`src/rtl/stream_demux_pkg.sv`:
```
// ============================================================================
// Module      : stream_demux_pkg
// Description : Shared constants and types for the 1-to-2 stream demux.
// Revision    : 1.0 - initial release
// ============================================================================
`default_nettype none

package stream_demux_pkg;

  localparam int DATA_W_DEF = 8;
  localparam int CNT_W_DEF  = 16;

  typedef logic [DATA_W_DEF-1:0] beat_t;

  // Destination channel encoding carried by in_sel
  typedef enum logic {
    CH0 = 1'b0,
    CH1 = 1'b1
  } chan_e;

endpackage

`default_nettype wire

```
`src/rtl/stream_demux_slot.sv`:
```
// ============================================================================
// Module      : stream_demux_slot
// Description : One-entry holding register for a single output channel.
//               Push and pop in the same cycle keep the slot full and load
//               the new beat, so a streaming consumer sees no bubble.
//               With STREAM_DEMUX_CNT_EN defined, a saturating counter of
//               delivered (popped) beats is added.
// Revision    : 1.0 - initial release
// ============================================================================
`default_nettype none

module stream_demux_slot
  import stream_demux_pkg::*;
#(
  parameter int DATA_W = DATA_W_DEF
`ifdef STREAM_DEMUX_CNT_EN
  , parameter int CNT_W = CNT_W_DEF
`endif
) (
  input  logic              clk,
  input  logic              rst_n,
  input  logic              push,
  input  logic [DATA_W-1:0] push_data,
  input  logic              pop_ready,
  output logic              full,
  output logic [DATA_W-1:0] data,
  output logic              rdy
`ifdef STREAM_DEMUX_CNT_EN
  , output logic [CNT_W-1:0] cnt
`endif
);

  logic pop;

  // A pop happens only when the slot actually holds a beat
  assign pop = full & pop_ready;
  // The slot can take a beat if empty or if it is being drained this cycle
  assign rdy = ~full | pop_ready;

  // Slot occupancy and payload; data keeps its value while empty
  always_ff @(posedge clk or negedge rst_n) begin
    if (!rst_n) begin
      full <= 1'b0;
      data <= '0;
    end else if (push) begin
      full <= 1'b1;
      data <= push_data;
    end else if (pop) begin
      full <= 1'b0;
    end
  end

`ifdef STREAM_DEMUX_CNT_EN
  // Delivered-beat counter, sticks at all-ones instead of wrapping
  always_ff @(posedge clk or negedge rst_n) begin
    if (!rst_n) begin
      cnt <= '0;
    end else if (pop && (cnt != {CNT_W{1'b1}})) begin
      cnt <= cnt + {{(CNT_W-1){1'b0}}, 1'b1};
    end
  end
`endif

endmodule

`default_nettype wire

```
`src/rtl/stream_demux_1x2.sv`:
```
// ============================================================================
// Module      : stream_demux_1x2
// Description : Registered 1-to-2 stream demultiplexer. Each input beat is
//               steered by in_sel into one of two independent one-entry
//               channel slots; each channel backpressures on its own.
//               Optional feature macro: STREAM_DEMUX_CNT_EN adds per-channel
//               saturating delivered-beat counters (cnt0/cnt1).
// Revision    : 1.0 - initial release
// ============================================================================
`default_nettype none

module stream_demux_1x2
  import stream_demux_pkg::*;
#(
  parameter int DATA_W = DATA_W_DEF
`ifdef STREAM_DEMUX_CNT_EN
  , parameter int CNT_W = CNT_W_DEF
`endif
) (
  input  logic              clk,
  input  logic              rst_n,
  input  logic [DATA_W-1:0] in_data,
  input  logic              in_sel,
  input  logic              in_valid,
  output logic              in_ready,
  output logic [DATA_W-1:0] out0_data,
  output logic              out0_valid,
  input  logic              out0_ready,
  output logic [DATA_W-1:0] out1_data,
  output logic              out1_valid,
  input  logic              out1_ready
`ifdef STREAM_DEMUX_CNT_EN
  , output logic [CNT_W-1:0] cnt0
  , output logic [CNT_W-1:0] cnt1
`endif
);

  chan_e sel;
  logic  rdy0;
  logic  rdy1;
  logic  push0;
  logic  push1;

  assign sel = chan_e'(in_sel);

  // Ready reflects only the selected channel; never gated by in_valid
  assign in_ready = (sel == CH1) ? rdy1 : rdy0;

  // Push decode: an accepted beat goes to exactly one channel
  assign push0 = in_valid & in_ready & (sel == CH0);
  assign push1 = in_valid & in_ready & (sel == CH1);

  stream_demux_slot #(
    .DATA_W (DATA_W)
`ifdef STREAM_DEMUX_CNT_EN
    , .CNT_W (CNT_W)
`endif
  ) u_slot0 (
    .clk       (clk),
    .rst_n     (rst_n),
    .push      (push0),
    .push_data (in_data),
    .pop_ready (out0_ready),
    .full      (out0_valid),
    .data      (out0_data),
    .rdy       (rdy0)
`ifdef STREAM_DEMUX_CNT_EN
    , .cnt     (cnt0)
`endif
  );

  stream_demux_slot #(
    .DATA_W (DATA_W)
`ifdef STREAM_DEMUX_CNT_EN
    , .CNT_W (CNT_W)
`endif
  ) u_slot1 (
    .clk       (clk),
    .rst_n     (rst_n),
    .push      (push1),
    .push_data (in_data),
    .pop_ready (out1_ready),
    .full      (out1_valid),
    .data      (out1_data),
    .rdy       (rdy1)
`ifdef STREAM_DEMUX_CNT_EN
    , .cnt     (cnt1)
`endif
  );

endmodule

`default_nettype wire

```
`config.mk`:
```
export PLATFORM = sky130hd
export DESIGN_NAME = stream_demux_1x2
export DESIGN_NICKNAME = d
export VERILOG_FILES = /design/src/rtl/stream_demux_pkg.sv /design/src/rtl/stream_demux_slot.sv /design/src/rtl/stream_demux_1x2.sv
export SDC_FILE = /design/constraint.sdc
export NUM_CORES = 1
export LEC_CHECK = 0
export BUFFER_PORTS_ARGS = -buffer_cell sky130_fd_sc_hd__buf_2
export CAP_MARGIN = 10
export CORE_MARGIN = 5
export CORE_UTILIZATION = 44
export DETAILED_ROUTE_END_ITERATION = 10
export HOLD_SLACK_MARGIN = 0.1
export PLACE_DENSITY = 0.84
export SYNTH_ARGS = -nofsm -noshare
export SYNTH_HDL_FRONTEND = slang
export SYNTH_SLANG_ARGS = --single-unit
```
`constraint.sdc`:
```
create_clock -name clk -period 1.71 [get_ports clk]
set_clock_uncertainty 0.2 [all_clocks]
set_input_delay 0 -clock clk [delete_from_list [all_inputs] [get_ports clk]]
set_output_delay 0 -clock clk [all_outputs]
set_load 0.02 [all_outputs]
```
==> impl_metrics.json <==
{
  "timing.fmax_mhz": 650,
  "synth_fa_ha_area_share_pct": 0,
  "outcome": "completed",
  "r2r_slack_ns": 0.33,
  "gp_congestion": 0.728,
  "clockRootBuffer": "clkbuf_4",
  "synth_compound_gate_area_share_pct": 1.38,
  "final_cell_mix": "buf_2, dfrtp_1, dlygate4sd3_1",
  "p_int_uw": 773,
  "num-fill-cells": 116,
  "slowest_stage": "dlygate4sd3_1",
  "rows": 14,
  "required_ns": 1.85,
  "syn_inst": 44,
  "holdBufCountCts": 14,
  "synth_mux_area_share_pct": 24.9,
  "antenna_found_initial": 0,
  "crit_start": "rst_n",
  "grt_max_degree": 19,
  "setup_viol": 0,
  "finalCritPeriodShare_pct": 90.0,
  "fin_area_um2": 1080,
  "wl_um": 1550,
  "htree_levels": 1,
  "p_per_area_nw_per_um2": 1030,
  "synth-seq-cells": 18,
  "worst_hold_path_type": "primary input to flop",
  "yosysWarnings": 0,
  "path_clk_slew_ns": 0.10,
  "drc": 0,
  "post_cts_resized": 0,
  "finalHoldViolations": 0,
  "core_area_um2": 1540,
  "syn_nets": 58,
  "ys_seq_area_share_pct": 62.3,
  "grt_pass1_wl_um": 2600,
  "timing.rr.start": "u_slot1.full",
  "synth.largest_area_cell": "dfrtp_1",
  "p_seq_share_pct": 47.7,
  "utilization_pct": 70.0,
  "synthXorXnorAreaFrac_pct": 0,
  "place_area_um2": 903,
  "critPathKind": "primary input to asynchronous set/reset pin",
  "setup-tns-final_ns": 0,
  "period_needed_ns": 1.54,
  "mostFrequentLayoutCell": "buf_2",
  "crit_chain": "dlygate4sd3_1, buf_2, dlygate4sd3_1",
  "die-width_um": 50.5,
  "vias": 524,
  "area_growth_syn_to_layout_pct": 49.3,
  "nNetsFinal": 109,
  "switchingPower_uw": 340,
  "die_height_um": 50.5,
  "vdd.ir_drop.worst_uv": 916,
  "grt_use_total_pct": 13.3,
  "arrival_ns": 1.68,
  "slew_headroom_pct": 47.3,
  "yosysTopAreaCellShare_pct": 62.3,
  "drt_iter0_drc": 1,
  "p_comb_share_pct": 29.3,
  "viasPerCell": 4.76,
  "power.leakage_nw": 0.530,
  "crit_path_end_kind": "asynchronous set/reset pin",
  "io_buffers": 32,
  "clockPowerShare_pct": 22.9,
  "synth_top_family_by_area": "multiplexers",
  "initial_core_util_pct": 46.9,
  "dpl.hpwl_um": 1080,
  "avgSynthCellArea_um2": 16.4,
  "maxCapViolations": 0,
  "dieArea_um2": 2550,
  "cts_tree": "done",
  "clockBufferDepth": 2,
  "post_cts_buffers": 0,
  "grt_overflow": 0,
  "synth_cell_types": 13,
  "grt_pass1_vias": 579,
  "cpPeakStageDelay_ns": 1.06,
  "netlist_area_um2": 723,
  "setup.worst_path.end": "u_slot0.data[6]",
  "detail-route-antenna-nets": 0,
  "rsz0062_at_grt": "no",
  "r2r_end": "u_slot1.data[4]",
  "cts_buffers": 3,
  "cts_sinks": 18,
  "holdWs_ns": 0.270,
  "n_antenna_cell": 0,
  "cp_max_fo": 18,
  "reg2reg_depth": 3,
  "swShare_pct": 30.6,
  "drv_slew": 0,
  "routedWlPerCell_um": 14.1,
  "crit_top_cell": "dlygate4sd3_1",
  "synth_simple_gate_area_share_pct": 10.9,
  "clock_latency_ns": 0.29,
  "start_kind": "primary input",
  "worstMarginPinSlew_ns": 0.788,
  "drt-pass1-iter-count": 2,
  "drive_above_1_share_pct": 57.4,
  "io_pins": 33,
  "synth_area_leaders": "dfrtp_1, mux2_2, mux2_1"
}
## cell usage after synthesis, drive strengths merged
master / number
nand3b: 1
mux2: 16
dfrtp: 18
inv: 1
a21oi: 1
nand2: 1
nor2: 2
nand2b: 2
nor2b: 1
o21ai: 1
## worst max-delay path, delay by kind of cell
kind	cells	cell delay, ns
buffers and inverters	3	1.68
## per-layer routing
layer | GRT usage (%) | wire, um | up-vias
met2 | 21.9 | 813 | 19
met3 | 5.03 | 117 | 2
met1 | 16.1 | 610 | 252
met4 | 3.83 | 10 | 0
met5 | 0 | 0 | -
li1 | - | - | 251
## worst min path at each step
stage	from	to	slack [ns]	depth (start not counted)
after floorplan	rst_n	u_slot0.data[0]	-0.50	0
after global placement	rst_n	u_slot0.data[5]	-0.25	1
after detailed placement	rst_n	u_slot1.data[4]	-0.26	1
after CTS	in_data[7]	u_slot1.data[7]	0.27	3
after global routing	in_data[6]	u_slot1.data[6]	0.28	3
final	in_data[6]	u_slot1.data[6]	0.27	3
## kinds of logic after synthesis
kind of cell | after synthesis
flip-flops | 18
AND/OR/NAND/NOR | 7
buffers and inverters | 1
multiplexers | 16
AO/OA/AOI/OAI | 2
## metrics by stage
stage               power [mW]  setup slack, ns  std cells
global placement         0.835            0.378         92
global route              1.18          0.00817        110
floorplan                0.723            0.294         44
CTS                       1.12            0.135        110
finish                    1.11            0.171        110
detailed placement       0.844            0.346         92
## final cells by class
class | instances | area [um2] | share of cell area [%]
Tap cell | 16 | 20.0 | 1.85
Multi-Input combinational cell | 25 | 269 | 24.9
Inverter | 1 | 3.75 | 0.348
Clock buffer | 4 | 36.3 | 3.36
Sequential cell | 18 | 450 | 41.7
Timing Repair Buffer | 46 | 300 | 27.8
## power groups by stage
stage | Clock (mW) | Sequential [mW] | Combinational (mW)
after floorplan | 0 | 0.633 | 0.0893
after global placement | 0 | 0.537 | 0.298
after detailed placement | 0 | 0.539 | 0.305
after CTS | 0.263 | 0.530 | 0.330
after global routing | 0.288 | 0.541 | 0.350
final | 0.255 | 0.531 | 0.327
## flip-flops by register name (all words and copies together) (netlist names)
signal        flops
u_slot0.full      1
u_slot0.data      8
u_slot1.data      8
u_slot1.full      1
Note: power is estimated with default switching activity, not from simulation.
